[src/rtl/watch_pkg.sv]
// Shared definitions for the watch time/alarm entry path: FSM states, digit
// positions, per-position digit limits and keypad decode.
package watch_pkg;

    typedef enum logic [1:0] {
        ST_IDLE     = 2'd0,
        ST_ENTRY    = 2'd1,
        ST_COMMIT   = 2'd2,
        ST_WAIT_REL = 2'd3
    } state_t;

    localparam logic [2:0] H_TEN = 3'd0,
                           H_ONE = 3'd1,
                           M_TEN = 3'd2,
                           M_ONE = 3'd3,
                           S_TEN = 3'd4,
                           S_ONE = 3'd5;

    localparam logic [3:0] MAX_DIGIT [6] = '{4'd2, 4'd9, 4'd5, 4'd9, 4'd5, 4'd9};

    function automatic logic [3:0] onehot_to_bcd(input logic [9:0] onehot);
        logic [3:0] bcd;
        bcd = '0;
        for (int i = 0; i < 10; i++) begin
            if (onehot[i]) bcd = 4'(i);
        end
        return bcd;
    endfunction

    // Hours are capped at 23, so the hour-ones limit depends on the hour-tens digit.
    function automatic logic [3:0] max_digit(input logic [2:0] pos, input logic [3:0] h_ten);
        if (pos == H_ONE && h_ten == 4'd2) return 4'd3;
        if (pos > S_ONE) return 4'd0;
        return MAX_DIGIT[pos];
    endfunction

endpackage

[src/rtl/time_entry_ctrl_keypad_edge.sv]
// Keypad press detector: strobes once per single-key press, after the keypad
// has been all-zero; multi-key chords never strobe and hold off the next press.
module keypad_edge
    import watch_pkg::*;
(
    input  logic       clk,
    input  logic       rst,
    input  logic [9:0] keypad,
    output logic       key_stb,
    output logic [3:0] key_digit
);

    logic [9:0] key_prev;
    logic       single;

    always_ff @(posedge clk or posedge rst) begin
        if (rst) key_prev <= '0;
        else     key_prev <= keypad;
    end

    assign single    = (keypad != '0) && ((keypad & (keypad - 10'd1)) == '0);
    assign key_stb   = single && (key_prev == '0);
    assign key_digit = onehot_to_bcd(keypad);

endmodule

[src/rtl/time_entry_ctrl.sv]
// Keypad time/alarm setting controller: collects BCD digits into a shadow
// register, validates them by position and hands the result over a valid/ready load.
module time_entry_ctrl
    import watch_pkg::*;
#(
    parameter int TIMEOUT_MS   = 10000,
    parameter int ALARM_DIGITS = 4
) (
    input  logic        clk,
    input  logic        rst,
    input  logic        entry_en,
    input  logic        target_sel,
    input  logic [9:0]  keypad,
    input  logic        ld_ready,
    output logic [23:0] ld_data,
    output logic        ld_time_valid,
    output logic        ld_alarm_valid,
    output logic [2:0]  cursor,
    output logic        busy,
    output logic        err
);

    localparam int               CNT_W      = (TIMEOUT_MS > 1) ? $clog2(TIMEOUT_MS) : 1;
    localparam logic [CNT_W-1:0] CNT_LAST   = CNT_W'(TIMEOUT_MS - 1);
    localparam logic [2:0]       ALARM_LAST = 3'(ALARM_DIGITS - 1);

    state_t           state;
    logic             tgt;
    logic             valid;
    logic [2:0]       pos;
    logic [5:0][3:0]  dig;
    logic [5:0][3:0]  next_dig;
    logic [CNT_W-1:0] tmo_cnt;
    logic             key_stb;
    logic [3:0]       key_digit;
    logic             key_ok;
    logic [2:0]       last_pos;

    keypad_edge u_keypad_edge (
        .clk       (clk),
        .rst       (rst),
        .keypad    (keypad),
        .key_stb   (key_stb),
        .key_digit (key_digit)
    );

    assign key_ok   = key_digit <= max_digit(pos, dig[H_TEN]);
    assign last_pos = tgt ? ALARM_LAST : S_ONE;

    always_comb begin
        next_dig      = dig;
        next_dig[pos] = key_digit;
    end

    always_ff @(posedge clk or posedge rst) begin
        if (rst) begin
            state   <= ST_IDLE;
            tgt     <= 1'b0;
            valid   <= 1'b0;
            pos     <= '0;
            dig     <= '0;
            tmo_cnt <= '0;
            ld_data <= '0;
            err     <= 1'b0;
        end else begin
            err <= 1'b0;
            case (state)
                ST_IDLE: begin
                    if (entry_en) begin
                        state   <= ST_ENTRY;
                        tgt     <= target_sel;
                        pos     <= '0;
                        dig     <= '0;
                        tmo_cnt <= '0;
                    end
                end
                ST_ENTRY: begin
                    // Switch release aborts silently; a key edge outranks timer expiry.
                    if (!entry_en) begin
                        state <= ST_IDLE;
                        pos   <= '0;
                    end else if (key_stb) begin
                        tmo_cnt <= '0;
                        if (key_ok) begin
                            dig <= next_dig;
                            if (pos == last_pos) begin
                                state   <= ST_COMMIT;
                                pos     <= '0;
                                valid   <= 1'b1;
                                ld_data <= {next_dig[0], next_dig[1], next_dig[2],
                                            next_dig[3], next_dig[4], next_dig[5]};
                            end else begin
                                pos <= pos + 3'd1;
                            end
                        end else begin
                            err <= 1'b1;
                        end
                    end else if (tmo_cnt == CNT_LAST) begin
                        err   <= 1'b1;
                        state <= ST_IDLE;
                        pos   <= '0;
                    end else begin
                        tmo_cnt <= tmo_cnt + 1'b1;
                    end
                end
                ST_COMMIT: begin
                    if (ld_ready) begin
                        valid <= 1'b0;
                        state <= ST_WAIT_REL;
                    end
                end
                ST_WAIT_REL: begin
                    if (!entry_en) state <= ST_IDLE;
                end
                default: state <= ST_IDLE;
            endcase
        end
    end

    assign ld_time_valid  = valid & ~tgt;
    assign ld_alarm_valid = valid & tgt;
    assign busy           = (state != ST_IDLE);
    assign cursor         = pos;

endmodule

[config.mk]
export PLATFORM = sky130hd
export DESIGN_NAME = time_entry_ctrl
export DESIGN_NICKNAME = d
export VERILOG_FILES = /design/src/rtl/watch_pkg.sv /design/src/rtl/time_entry_ctrl_keypad_edge.sv /design/src/rtl/time_entry_ctrl.sv
export SDC_FILE = /design/constraint.sdc
export NUM_CORES = 1
export LEC_CHECK = 0
export CAP_MARGIN = 15
export CORE_MARGIN = 5
export CORE_UTILIZATION = 35
export CTS_BUF_LIST = sky130_fd_sc_hd__clkbuf_8
export CTS_CLUSTER_SIZE = 12
export DETAILED_ROUTE_END_ITERATION = 7
export GPL_TIMING_DRIVEN = 0
export PLACE_DENSITY_LB_ADDON = 0.08
export SYNTH_ARGS = -nofsm -noshare
export SYNTH_HDL_FRONTEND = slang
export SYNTH_SLANG_ARGS = --single-unit
[constraint.sdc]
create_clock -name clk -period 2.9 [get_ports clk]
set_input_delay 0.87 -clock clk [delete_from_list [all_inputs] [get_ports clk]]
set_output_delay 0.87 -clock clk [all_outputs]
set_load 0.01 [all_outputs]
==> flow_metrics.tcl, run 1 <==
set metrics [dict create \
    finalMaxSlewViolations 0 \
    period_minus_slack_ns 2.817 \
    clockBufferDepth 2 \
    antenna_left 0 \
    cts_buffers 9 \
    finalSetupViolCount 0 \
    synth.distinct_cells 58 \
    avgRoutedWirePerCell_um 16.14 \
    coreArea_mm2 0.01142 \
    cts_tree "done" \
    instances_no_fill 672 \
    vias 3488 \
    tightest_slew_ns 0.8359 \
    hold_buffers 0 \
    hold_class "reg -> reg" \
    viasPerCell 5.190 \
    max_freq_ghz 0.3550 \
    die_w_um 118.0 \
    dieHeight_um 118.0 \
    crit_top_cell "a21oi_4" \
    rsz0062_at_grt "yes" \
    fin_ws_ns 0.08271 \
    cap_violations 0 \
    final_hold_viol_count 0 \
    synthArstFlopShare 1.000 \
    regArea_mm2 0.002004 \
    rows 39 \
    ir_drop_uv 221.5 \
    synth_enable_flop_cells 0 \
    yosysSeqAreaShare 0.4903 \
    cp.arrival_ns 3.06 \
    cp_max_fo 7 \
    intPower_mw 1.873 \
    dieArea_mm2 0.01393 \
    preCtsSetupSlack_ns -1.578 \
    insertion_delay_ns 0.36 \
    cts_sinks 80 \
    finalCritPeriodShare 0.9715 \
    portBuffers 45 \
    place.gp.congestion 0.8293 \
    grt_start_max_net_pins 36 \
    avgSynthCellArea_um2 9.175 \
    cts-root-buf "clkbuf_8" \
    combPwrFrac 0.260 \
    slowest_delay_ns 0.33 \
    drive_above_1_share 0.2212 \
    pwr-share-clk 0.255 \
    synthCells 445 \
    crit_type "in -> reg" \
    io_pins 46 \
    first_pass_iters 6 \
    fin_tns_setup_ns 0 \
    switchingPower_mw 0.8690 \
    slowest_stage "a221oi_4" \
    fillers 1141 \
    grt_pass1_wl_um 17900 \
    clkTransAtPathRegs_ns 0.08 \
    worstSetupEndpointType "flip-flop" \
    final_nets 552 \
    grt_antenna_before_repair 0 \
    wl_um 10850 \
    finalPower_mw 2.742 \
    power_density_mw_per_mm2 509.0 \
    diodes 0 \
    p_leak_nw 2.292 \
    relSlewSlack 0.4416 \
    yosysWarnings 0 \
    dp_cells 635 \
    synth_area_mm2 0.004083 \
    grt_pass1_vias 3528 \
    ys_ff_latch 80 \
    utilization 0.4718 \
    seqPwrFrac 0.486 \
    mostFrequentLayoutCell "dfrtp_1" \
    drc 0 \
    cp.buffers_inverters 3 \
    initial_utilization 0.3575 \
    drtIter0Drc 97 \
    syn_to_final_growth_pct 31.96 \
    grt_use_total 0.1593 \
    synthFlopType "dfrtp_1" \
    crit_path_start_kind "input port" \
    run_status "finished, final reports clean" \
    cp.required_ns 3.14 \
    htree_levels 3 \
    multiInputGateArea_mm2 0.002128 \
    overflow 0 \
    fin_skew_ns 0.008866 \
    mostFrequentLayoutCells "dfrtp_1, nand2_1, nor2_1, clkdlybuf4s50_1" \
    syn_nets 469 \
    crit_chain "clkdlybuf4s15_2, nor2_4, inv_2, a21oi_4, ha_1, nor2b_1, o211ai_1, a21oi_4, buf_6, a221oi_4, mux2_4" \
    cp_top_family "compound AO/OA/AOI/OAI gates" \
    hpwl_um 7463 \
    netSwitchingFraction 0.3169 \
]
==> path summary, 6_finish.rpt <==
check	from	end	slack, ns	depth (start not counted)
max reg2reg	cursor[2]	cursor[1]	0.11	11
max	keypad[9]	cursor[1]	0.08	11
max in group asynchronous	rst	cursor[0]	1.50	3
min in group asynchronous	rst	ld_data[11]	0.87	2
min	ld_data[23]	ld_data[23]	0.48	2
min reg2reg	ld_data[23]	ld_data[23]	0.48	2
==> power by group through the flow <==
| stage | clock, mW | combinational (mW) | sequential (mW) |
|---|---|---|---|
| after floorplan | 0 | 0.432 | 1.33 |
| after global placement | 0 | 0.601 | 1.35 |
| after detailed placement | 0 | 0.614 | 1.35 |
| after CTS | 0.722 | 0.662 | 1.33 |
| after global routing | 0.764 | 0.788 | 1.35 |
| final | 0.699 | 0.712 | 1.33 |
==> stage by stage <==
step	hold WS (ns)	cell area, µm²
global placement	0.4671	4775
CTS	0.4869	5194
detailed placement	0.4693	4815
floorplan	0.4690	4145
finish	0.4818	5388
global route	0.5196	5388
==> cells in the mapped netlist (3+ instances only) <==
cell type,count,share of area
nand3_1,13,0.016
nand2b_1,4,0.0061
o21ai_1,10,0.012
clkbuf_1,8,0.0074
o22ai_1,20,0.031
ha_1,9,0.028
nor3_1,6,0.0074
mux2i_1,7,0.017
nor2_1,54,0.050
and3_1,3,0.0046
buf_6,4,0.011
and2_1,3,0.0046
nand3b_1,3,0.0055
o2bb2ai_1,5,0.011
nor2b_1,4,0.0061
dfrtp_1,80,0.49
xor2_1,6,0.013
a31oi_1,3,0.0046
xnor2_1,3,0.0064
nand4_1,6,0.0092
a21oi_1,35,0.043
o21ai_0,30,0.037
inv_1,29,0.027
buf_2,5,0.0061
nand2_1,54,0.050
==> sequential cells by signal (all words and copies together) (netlist names), named ones only <==
register and count:
cursor 3, dig 24, err 1, ld_data 24
state 1, tgt 1, tmo_cnt 14, u_keypad_edge.key_prev 10
valid 1
==> worst min-delay path, delay by kind of cell, from the launching register on <==
kind	cells	cell delay, ns
flops	1	0.35
compound gates	1	0.06
simple gates	1	0.04
==> kinds of logic after synthesis <==
group           Yosys count  synth area share
flops                    80            0.4903
compound gates          125            0.1906
simple gates            166            0.1940
xor+xnor                  9           0.01931
fa+ha+maj                 9           0.02758
buf+inv                  47           0.05455
mux                       9           0.02360
==> timing repair <==
item                                    4_1_cts  5_1_grt
cloned                                        1        0
buffers inserted                             11       14
resized for setup                            47       52
endpoints found under the setup margin       56       63
pin swaps                                    10       16
==> area by class of cell <==
type / count / share of cell area
Multi-Input combinational cell: 318 / 0.3950
Sequential cell: 80 / 0.3720
Timing Repair Buffer: 73 / 0.1226
Tap cell: 143 / 0.03321
Buffer: 17 / 0.02787
Clock buffer: 10 / 0.02555
Inverter: 29 / 0.02160
Clock inverter: 2 / 0.002090
==> metal layers <==
metal	track usage	vias to the layer above	share of wire
met5	0	-	0
met4	0.07025	0	0.021
met3	0.03075	15	0.032
met2	0.2550	71	0.48
met1	0.2091	1688	0.47
li1	-	1714	-
Note: power is estimated with default switching activity, not from simulation.
==> run 2: changes to the inputs <==
Settings changed: CORE_UTILIZATION 35 to 45, GPL_TIMING_DRIVEN 0 to unset.
==> run 2 against run 1 <==
Design area up 1.4%. Worst hold slack better by 0.0013 ns. Flip-flop and latch count did not move. Die area is 20% lower. Cell count shrank 2.1%. Critical path depth is the same. Non-clock buffer count is 18 higher. Highest routed layer unchanged.
==> flow_metrics.tcl, run 2 (synthesis gave the netlist of run 1 again) <==
set metrics [dict create \
    run_status "finished, final reports clean" \
    initial_utilization 0.4659 \
    wl_met3_um 407 \
    power_density_mw_per_mm2 554.0 \
    final_hold_viol_count 0 \
    cap_violations 0 \
    finalSetupViolCount 0 \
    hold_buffers 0 \
    diodes 0 \
    place.gp.congestion 0.8507 \
    clockBufferDepth 2 \
    drtIter0Drc 190 \
    fin_skew_ns 0.006929 \
    ir_drop_uv 307.3 \
    avgRoutedWirePerCell_um 14.88 \
    grt_pass1_vias 3277 \
    cp.required_ns 3.15 \
    mostFrequentLayoutCell "dfrtp_1" \
    insertion_delay_ns 0.36 \
    htree_levels 3 \
    grt_antenna_before_repair 0 \
    max_freq_ghz 0.3521 \
    finalCritPeriodShare 0.9792 \
    netSwitchingFraction 0.2865 \
    met2_length_um 4712 \
    switchingPower_mw 0.8668 \
    drc 0 \
    final_nets 570 \
    tightest_slew_ns 0.6452 \
    die_w_um 105.3 \
    period_minus_slack_ns 2.840 \
    finalMaxSlewViolations 0 \
    portBuffers 45 \
    grt_pass1_wl_um 16190 \
    cts_tree "done" \
    mostFrequentLayoutCells "dfrtp_1, nand2_1, buf_4, nor2_1, clkdlybuf4s50_1" \
    io_pins 46 \
    worstSetupEndpointType "flip-flop" \
    crit_path_start_kind "input port" \
    intPower_mw 2.159 \
    combPwrFrac 0.238 \
    cp.arrival_ns 3.09 \
    overflow 0 \
    vias 3538 \
    cts_buffers 9 \
    crit_type "in -> reg" \
    grt_use_total 0.1798 \
    coreArea_mm2 0.008763 \
    wl_um 9788 \
    syn_to_final_growth_pct 33.77 \
    clkTransAtPathRegs_ns 0.08 \
    fillers 768 \
    utilization 0.6232 \
    hold_class "reg -> reg" \
    top_layer "met4" \
    p_leak_nw 2.399 \
    pwr-share-clk 0.324 \
    dp_cells 636 \
    dieArea_mm2 0.01108 \
    cts-root-buf "clkbuf_8" \
    reg_top3 "dig x24, ld_data x24, tmo_cnt x14" \
    instances_no_fill 658 \
    routedLengthMet1_um 4561 \
    rows 34 \
    grt_start_max_net_pins 81 \
    relSlewSlack 0.5665 \
    drive_above_1_share 0.2109 \
    dieHeight_um 105.3 \
    cts_sinks 80 \
    first_pass_iters 4 \
    cp_max_fo 4 \
    seqPwrFrac 0.438 \
    antenna_left 0 \
    viasPerCell 5.377 \
    hpwl_um 6608 \
]
run 2: final timing paths:
kind | start | endpoint | slack (ns) | cells after the start
min | ld_data[8] | ld_data[8] | 0.48 | 2
max | keypad[1] | cursor[1] | 0.06 | 11
max reg2reg | dig[3] | cursor[1] | 0.12 | 10
min reg2reg | ld_data[8] | ld_data[8] | 0.48 | 2
min in group asynchronous | rst | ld_data[11] | 0.97 | 3
max in group asynchronous | rst | u_keypad_edge.key_prev[7] | 1.62 | 3
run 2: layout make-up:
cell class / count / area [µm²] / area share
timing repair buffer: 108 / 957.2 / 0.1753
multi-input combinational: 318 / 2021 / 0.3700
tap: 108 / 135.1 / 0.02474
inverter: 29 / 112.6 / 0.02062
sequential: 80 / 2002 / 0.3666
clock buffer: 9 / 123.9 / 0.02268
clock inverter: 6 / 110.1 / 0.02016
run 2: per-layer routing:
layer,track usage,vias to the layer above
li1,-,1752
met1,0.2527,1704
met2,0.2793,73
met3,0.03973,9
met4,0.05388,0
met5,0,-
run 2: power groups by stage:
stage                     registers [mW]  logic (mW)  clock network [mW]
after floorplan                     1.33       0.432                   0
after global placement              1.34       0.649                   0
after detailed placement            1.34       0.662                   0
after CTS                           1.32       0.684                1.01
after global routing                1.34       0.809                1.05
final                               1.33       0.721               0.979
run 2: stage by stage:
stage / setup slack, ns / instance area (µm²) / hold WS (ns) / power [mW] / TNS, ns
global placement: -0.4996 / 5051 / 0.4625 / 1.989 / -29.45
global route: -0.01979 / 5461 / 0.5140 / 3.198 / -0.06270
finish: 0.06028 / 5461 / 0.4830 / 3.026 / 0
floorplan: 0.004914 / 4145 / 0.4690 / 1.760 / 0
CTS: 0.02039 / 5380 / 0.4889 / 3.015 / 0
detailed placement: -0.5777 / 5051 / 0.4694 / 2.006 / -34.16
run 2: worst max-delay path: stages:
cell,delay (ns)
dlygate4sd2_1,0.25
a21oi_2,0.15
o21bai_2,0.11
a221oi_4,0.33
ha_4,0.18
nor2b_1,0.04
o211ai_1,0.25
a21oi_4,0.14
buf_6,0.16
a221oi_4,0.29
mux2_4,0.32
run 2: timing repair:
action,in CTS,in global routing
cloned,1,0
gates resized for setup,27,26
setup buffers,4,2
pin swaps,7,7
hold endpoints to repair,0,0
endpoints found under the setup margin,52,53
